### src/rtl/sobel_edge_core.sv
// sobel_edge_core: streaming 3x3 Sobel edge detector with thresholded binary output
//   InPixClk, InRst                 : pixel clock, synchronous active-high reset
//   InPicDe, InPicClr, InPicData    : raster gray stream, one-cycle frame-start pulse
//   OutPicDe, OutPicClr, OutPicData : edge stream (value replicated on IMAGE_C channels), Clr delayed 3
module sobel_edge_core #(
    parameter int IMAGE_W   = 192,
    parameter int IMAGE_H   = 108,
    parameter int IMAGE_DW  = 8,
    parameter int IMAGE_C   = 3,
    parameter int THRESHOLD = 128
) (
    input  logic                        InPixClk,
    input  logic                        InRst,
    input  logic                        InPicDe,
    input  logic                        InPicClr,
    input  logic [IMAGE_DW-1:0]         InPicData,
    output logic                        OutPicDe,
    output logic                        OutPicClr,
    output logic [IMAGE_DW*IMAGE_C-1:0] OutPicData
);
    localparam int CW = $clog2(IMAGE_W);
    localparam int RW = $clog2(IMAGE_H);
    localparam int GW = IMAGE_DW + 3;
    localparam logic [CW-1:0] C_LAST = CW'(IMAGE_W - 1);
    localparam logic [RW-1:0] R_LAST = RW'(IMAGE_H - 1);
    localparam logic [GW-1:0] THR = GW'(THRESHOLD);

    typedef enum logic [1:0] {IDLE, FILL, RUN, FLUSH} state_t;

    state_t                state;
    logic [CW-1:0]         in_col, out_col;
    logic [RW-1:0]         in_row, out_row;
    logic [IMAGE_DW-1:0]   lb1 [IMAGE_W];
    logic [IMAGE_DW-1:0]   lb2 [IMAGE_W];
    // taps p00..p22 in row-major order; column 2 is the newest
    logic [IMAGE_DW-1:0]   win [9];
    logic                  v1, b1, v2, b2;
    logic signed [GW-1:0]  gx, gy, gx_c, gy_c;
    logic [GW-1:0]         mag;
    logic [IMAGE_DW-1:0]   edge_px;
    logic [1:0]            clr_d;
    logic                  accept, launch, in_last, out_last, border;

    function automatic logic signed [GW-1:0] ext(input logic [IMAGE_DW-1:0] p);
        return $signed(GW'(p));
    endfunction

    function automatic logic [GW-1:0] absv(input logic signed [GW-1:0] v);
        return v[GW-1] ? $unsigned(-v) : $unsigned(v);
    endfunction

    assign accept   = !InPicClr && InPicDe && (state == FILL || state == RUN);
    assign launch   = !InPicClr && (state == FLUSH || (state == RUN && InPicDe));
    assign in_last  = in_row == R_LAST && in_col == C_LAST;
    assign out_last = out_row == R_LAST && out_col == C_LAST;
    // the launch counters track the centre pixel, so the border test needs no taps
    assign border   = out_row == '0 || out_row == R_LAST || out_col == '0 || out_col == C_LAST;

    always_comb begin
        gx_c = (ext(win[2]) + (ext(win[5]) <<< 1) + ext(win[8])) -
               (ext(win[0]) + (ext(win[3]) <<< 1) + ext(win[6]));
        gy_c = (ext(win[6]) + (ext(win[7]) <<< 1) + ext(win[8])) -
               (ext(win[0]) + (ext(win[1]) <<< 1) + ext(win[2]));
        mag = absv(gx) + absv(gy);
        edge_px = (!b2 && mag > THR) ? {IMAGE_DW{1'b1}} : {IMAGE_DW{1'b0}};
    end

    // line buffers and window carry no reset: stale contents only ever reach border pixels
    always_ff @(posedge InPixClk) begin
        if (accept) begin
            lb1[in_col] <= InPicData;
            lb2[in_col] <= lb1[in_col];
            win <= '{win[1], win[2], lb2[in_col],
                     win[4], win[5], lb1[in_col],
                     win[7], win[8], InPicData};
        end
    end

    always_ff @(posedge InPixClk) begin
        if (InRst) begin
            state      <= IDLE;
            in_col     <= '0;
            in_row     <= '0;
            out_col    <= '0;
            out_row    <= '0;
            v1         <= 1'b0;
            b1         <= 1'b0;
            v2         <= 1'b0;
            b2         <= 1'b0;
            gx         <= '0;
            gy         <= '0;
            clr_d      <= '0;
            OutPicDe   <= 1'b0;
            OutPicClr  <= 1'b0;
            OutPicData <= '0;
        end else begin
            clr_d     <= {clr_d[0], InPicClr};
            OutPicClr <= clr_d[1];
            v1        <= launch;
            b1        <= border;
            v2        <= v1 && !InPicClr;
            b2        <= b1;
            gx        <= gx_c;
            gy        <= gy_c;
            OutPicDe  <= v2 && !InPicClr;
            if (v2 && !InPicClr)
                OutPicData <= {IMAGE_C{edge_px}};
            if (InPicClr) begin
                state   <= FILL;
                in_col  <= '0;
                in_row  <= '0;
                out_col <= '0;
                out_row <= '0;
            end else begin
                if (accept) begin
                    in_col <= in_col == C_LAST ? '0 : in_col + 1'b1;
                    in_row <= in_col == C_LAST ? in_row + 1'b1 : in_row;
                end
                if (launch) begin
                    out_col <= out_col == C_LAST ? '0 : out_col + 1'b1;
                    out_row <= out_col == C_LAST ? out_row + 1'b1 : out_row;
                end
                case (state)
                    FILL:    if (accept && in_row == RW'(1) && in_col == '0) state <= RUN;
                    RUN:     if (accept && in_last) state <= FLUSH;
                    FLUSH:   if (out_last) state <= IDLE;
                    default: ;
                endcase
            end
        end
    end
endmodule
### config.mk
export PLATFORM = sky130hd
export DESIGN_NAME = sobel_edge_core
export DESIGN_NICKNAME = d
export VERILOG_FILES = /design/src/rtl/sobel_edge_core.sv
export SDC_FILE = /design/constraint.sdc
export NUM_CORES = 2
export LEC_CHECK = 0
export CAP_MARGIN = 20
export CORE_MARGIN = 2
export CORE_UTILIZATION = 61
export DETAILED_ROUTE_END_ITERATION = 6
export GPL_TIMING_DRIVEN = 0
export MAX_ROUTING_LAYER = met4
export PLACE_DENSITY = 0.89
export SETUP_SLACK_MARGIN = 0.4
export SYNTH_ARGS = -nofsm -noshare
export SYNTH_HDL_FRONTEND = slang
export SYNTH_SLANG_ARGS = --single-unit
export TNS_END_PERCENT = 10
### constraint.sdc
create_clock -name InPixClk -period 6.2 [get_ports InPixClk]
set_clock_uncertainty 0.2 [all_clocks]
set_input_delay 0.93 -clock InPixClk [delete_from_list [all_inputs] [get_ports InPixClk]]
set_output_delay 0.93 -clock InPixClk [all_outputs]
set_load 0.1 [all_outputs]
# After elaboration in Yosys (flattened, before gate mapping)
# Memory sizes are Yosys's and may differ from the RTL's. A register that Yosys moved wholly into a read port is not among the register bits.
# Cells that the tools add are included.
[totals]
reg_bits = 150
mem_bits_rw = 3072
input_bits = 12
output_inout_bits = 26
elab_cells = 101
memories = 2
[op_classes]
n_addsub = 17
magnitude_cmp = 1
eq_ne = 14
n_mux = 14
reduce_logical = 29
[mem_list]
columns = ["memory", "depth", "word_bits", "rd", "rd_ports_with_merged_regs", "wr", "line", "rtl"]
rows = [
  ["lb1", 192, 8, 1, 1, 1, "33", "logic [IMAGE_DW-1:0] lb1 [IMAGE_W];"],
  ["lb2", 192, 8, 1, 1, 1, "34", "logic [IMAGE_DW-1:0] lb2 [IMAGE_W];"],
]
[ops]
columns = ["op", "n"]
rows = [
  ["adder 10 x 8 -> 11 bit", 4],
  ["adder 8 x 9 -> 10 bit", 4],
  ["two-way mux 8 bit", 5],
  ["two-way mux 11 bit", 2],
  ["negator 11 bit", 2],
  ["subtractor 11 bit", 2],
  ["adder 8 x 1 -> 8 bit, second input constant", 2],
  ["== test 8 bit, second input constant", 2],
  ["logical NOT 8 bit", 2],
  ["adder 7 x 1 -> 7 bit, second input constant", 2],
  ["== test 7 bit, second input constant", 2],
  ["logical AND 1 bit", 12],
  ["adder 11 bit", 1],
  ["greater-than comparator 11 x 8 -> 1 bit, second input constant", 1],
  ["AND reduction 4 bit", 2],
  ["== test 7 x 1 -> 1 bit, second input constant", 1],
  ["logical NOT 7 bit", 1],
  ["two-way mux 2 bit", 3],
  ["!= test 3 x 2 -> 1 bit, second input constant", 2],
  ["case mux 2 bit (3 select lines)", 1],
  ["logical OR 1 bit", 5],
  ["== test 2 bit, second input constant", 2],
  ["!= test 2 x 1 -> 1 bit, second input constant", 2],
  ["AND reduction 2 bit", 2],
  ["8 further kinds", 11],
]

# Longest topological paths before layout
[depth]
depth_word = 8
ltp_mapped = 16
mapped_depth_nobuf = 16

# Worst setup path after synthesis
# OpenSTA, ideal clock, no wires.
[synth_path]
kind = "input to register"
start = "input port InPicClr"
end = "memory lb1[102][0], enable pin"
setup_time_ns = 0.388
t_arrival_ns = 4.864
required_time_ns = 5.612
path_slack_ns = 0.747
stages = 5
n_path_buf = 2
cell_sequence = "nor3b_1 clkbuf_1 nand3_1 clkbuf_1 nor2_1"
[synth_via]
elab_chain_len = 5
[synth_lines]
columns = ["item", "line", "rtl"]
rows = [
  ["start, declared", "15", "input logic InPicClr,"],
  ["logical NOT 1 bit", "52", "assign accept = !InPicClr && InPicDe && (state == FILL || state == RUN);"],
  ["logical AND 1 bit (2 in series)", "52", ""],
  ["via accept", "42", "logic accept, launch, in_last, out_last, border;"],
  ["two-way mux 1 bit", "70", "if (accept) begin"],
  ["two-way mux 1 bit (not written as such)", "71", "lb1[in_col] <= InPicData;"],
  ["end, declared", "33", ""],
]
# The timed path passes the listed nets, and every way through them passes these cells.

# Worst setup path in the final report
[layout_path]
start = "register in_col[1]"
end = "memory lb1[160][1], enable pin"
[layout_rtl]
columns = ["item", "line", "rtl"]
rows = [
  ["start, declared", "31", "logic [CW-1:0] in_col, out_col;"],
  ["start signal, assigned", "116", "in_col <= in_col == C_LAST ? '0 : in_col + 1'b1;"],
]
# No word-level cell before the write port.

==> run metrics <==
H-tree levels 5; CP arrival 7.01 ns; Relative slew margins 4.776%; Die Area 0.2089 mm2; Worst Hold Class flop to flop; DRT iter0 DRCs about 18k; CTS tree done; asr flop ratio synth 0%; switching power total roughly 0.010 W; Crit Reg-Reg Startpoint in_col[1]; Period minus WS final about 6.5 ns; clk sinks 3215; initial antenna violation count 39; final wirelength 451600 um; routed vias around 74k; Final setup viols 129; failing checks DRC, setup timing; vias in the first global route between 70k and 80k; r2r setup slk -0.31 ns; Req. time, crit path roughly 6.7 ns; cell count after synthesis approximately 5.7k; clock power share ~44%; drt wl/cell slightly below 50 um; area grow syn2layout 15.62%; drt pass-1 iters 7; GRT Residual Overflow 0; placed cell count 8636; CP Max Fanout 12; period utilization 105.1%; clock slew at reported path FFs 0.07 ns; IO buf count 37; hold path startpoint win[32]; GPL Wtd Cong around 1.0; fin nets about 6.4k; Setup CP Type flop to flop; Unique masters post-synth between 60 and 70; row count 166; worst vdd ir between 0.0003 and 0.0004 V; pin count of the biggest net entering global routing approximately 130; max-cap viol count 0; antenna-violating nets left 0; total clock buffers created by CTS ~320; Post-synth EDFFs 3144; core box area roughly 0.2 mm2; fin. max-slew vios 0; Final Worst Setup Slack -0.3134 ns; Synth Flop Type edfxtp_1; Die Wd approximately 460 um; sequential fraction of the synthesis area about three quarters; Comb power frac under 10%; gr usage total 44.97%; RSZ-0062 raised after global routing true; PD cells between 300 and 400 mW/mm2; hold path depth 0; setup TNS -20.28 ns; Root Buffer clkbuf_16; io pins 38; hold violation count in the final report 0; Post-Syn Nets 5797; Clock Latency Late Sink 1.00 ns; R2R cell count 12; switching part of the total a little over a fifth; Pint 0.03602 W; post-DR vias/cell about 8; Initial Util between 60% and 70%; status finished, violations left; Syn Std Cell Area between 0.1 and 0.15 mm2; Setup crit end kind flop; hold endpoint win[40]; Least-Margin Pin Slew 1.428 ns; Synth Warn # 0; CP startpoint kind flop; register bit total from synthesis ~3.2k; Leakage 44.79 nW; DP HPWL 263900 um; post-route insts no fill a little over 9k; layout cells sized above 1 just under 30%; worst r2r dst lb1[160][1]; chip height between 400 and 500 um; DRC Markers just under 1k; syn_area_per_cell approximately 22 um2; Flop pwr share 51.9%; Clock Tree Buf Depth 4; FMAX roughly 0.15 GHz; first-pass GRT wire length slightly above 600000 um
cells in the mapped netlist, types with 50 or more instances:
library cell / count / share of area [%]
mux2i_1: 100 / 0.80
nand3_1: 53 / 0.21
nand2_1: 87 / 0.26
a22oi_1: 83 / 0.50
mux4_2: 842 / 15
ha_1: 50 / 0.50
fa_1: 63 / 1.0
buf_2: 90 / 0.36
edfxtp_1: 3144 / 75
clkbuf_1: 140 / 0.42
inv_1: 130 / 0.39
buf_1: 57 / 0.17
nor2_1: 256 / 0.77
dfxtp_1: 71 / 1.1
cells by family (layout without fill, tap and decap cells):
family | after synthesis | after routing | share of synthesized area [%]
AOI/OAI and AO/OA | 374 | 378 | 2.172
xor gates and xnor gates | 55 | 55 | 0.3847
adders and majority gates | 113 | 113 | 1.507
buffers and inverters | 460 | 1301 | 1.619
DFF | 3215 | 3215 | 76.53
muxes | 942 | 942 | 15.94
other | 0 | 47 | 0
and+or+nand+nor | 513 | 513 | 1.847
repair_timing:
| item | 4_1_cts | 5_1_grt |
|---|---|---|
| buffers inserted | 1 | 0 |
| gates cloned | 4 | 0 |
| setup endpoints to repair | 1388 | 2408 |
| gates resized for setup | 7 | 31 |
| hold buffers | 1 | 0 |
| hold endpoints to repair | 1 | 0 |
| pin swaps | 1 | 2 |
metrics by stage:
| stage | utilization (%) | worst slack, ns | hold slack (ns) | power [W] | area [um2] |
|---|---|---|---|---|---|
| 2_1_floorplan | - | 0.7473 | 0.1936 | 0.02563 | 125200 |
| 3_3_place_gp | 63.10 | -4.147 | 0.2012 | 0.02627 | 129000 |
| 3_5_place_dp | 65.58 | -0.2572 | 0.2045 | 0.02629 | 134000 |
| 4_1_cts | 70.65 | 0.2687 | 0.2226 | 0.04576 | 144400 |
| 5_1_grt | 70.84 | 0.2473 | 0.2370 | 0.04667 | 144800 |
| 6_report | 70.85 | -0.3134 | 0.2207 | 0.04611 | 144800 |
final cells by class:
class | instances | area (um2)
flip-flops and latches | 3215 | 95830
fillers | 10565 | 59590
multi-input cells | 2001 | 27980
clock buffers | 384 | 8482
repair buffers | 294 | 5082
well taps | 2688 | 3363
clock inverters | 163 | 1818
plain buffers | 329 | 1627
inverters | 131 | 491.7
diodes | 47 | 117.6
cells in the final DEF, fill, tap and decap left out, types with 82 or more instances in the layout:
cell | Yosys | layout
mux2i_1 | 100 | 100
a22oi_1 | 83 | 83
buf_8 | 0 | 173
clkbuf_16 | 0 | 329
buf_2 | 90 | 87
mux4_2 | 842 | 842
nor2_2 | 0 | 190
nand2_1 | 87 | 82
edfxtp_1 | 3144 | 3144
inv_1 | 130 | 130
clkbuf_1 | 140 | 160
per-layer routing:
layer / track usage [%] / part of all wire [%] / up-vias
met5: - / 0 / -
met2: 62.49 / 44 / 9552
met1: 50.58 / 28 / 36377
met3: 20.86 / 18 / 2806
li1: - / - / 24998
met4: 34.25 / 11 / 0
worst max-delay path by stage:
stage,slack [ns],cells after the start,start,endpoint
floorplan,0.75,5,InPicClr,lb1[102][0]
global placement,-4.15,6,InPicClr,lb1[124][7]
detailed placement,-0.26,13,flop,win[30]
CTS,0.27,12,in_col[1],lb2[160][3]
global route,0.25,12,in_col[1],lb1[160][1]
finish,-0.31,12,in_col[1],lb1[160][1]
registers in the layout (all words and copies together) (netlist names), 2 cells and up, named ones only:
name / cells
lb1: 1536
lb2: 1536
win: 72
gx: 11
gy: 11
in_col: 8
out_col: 8
in_row: 7
out_row: 7
clr_d: 2
state: 2
power groups by stage:
stage / clock network [W] / registers [W] / logic [W]
2_1_floorplan: 0 / 0.0244 / 0.00121
3_3_place_gp: 0 / 0.0245 / 0.00172
3_5_place_dp: 0 / 0.0244 / 0.00188
4_1_cts: 0.0198 / 0.0239 / 0.00198
5_1_grt: 0.0205 / 0.0239 / 0.00218
6_report: 0.0201 / 0.0239 / 0.00208
critical path, stage by stage, from the launching register on:
cell	delay, ns
dfxtp_1	0.49
buf_2	0.30
clkbuf_2	0.65
buf_2	0.91
buf_2	0.57
buf_2	0.47
inv_1	0.16
ha_1	0.30
nand3_1	0.75
clkbuf_1	0.58
buf_8	0.29
nor2_2	0.21
buf_8	0.25
Power figures use the tool's default switching activity.
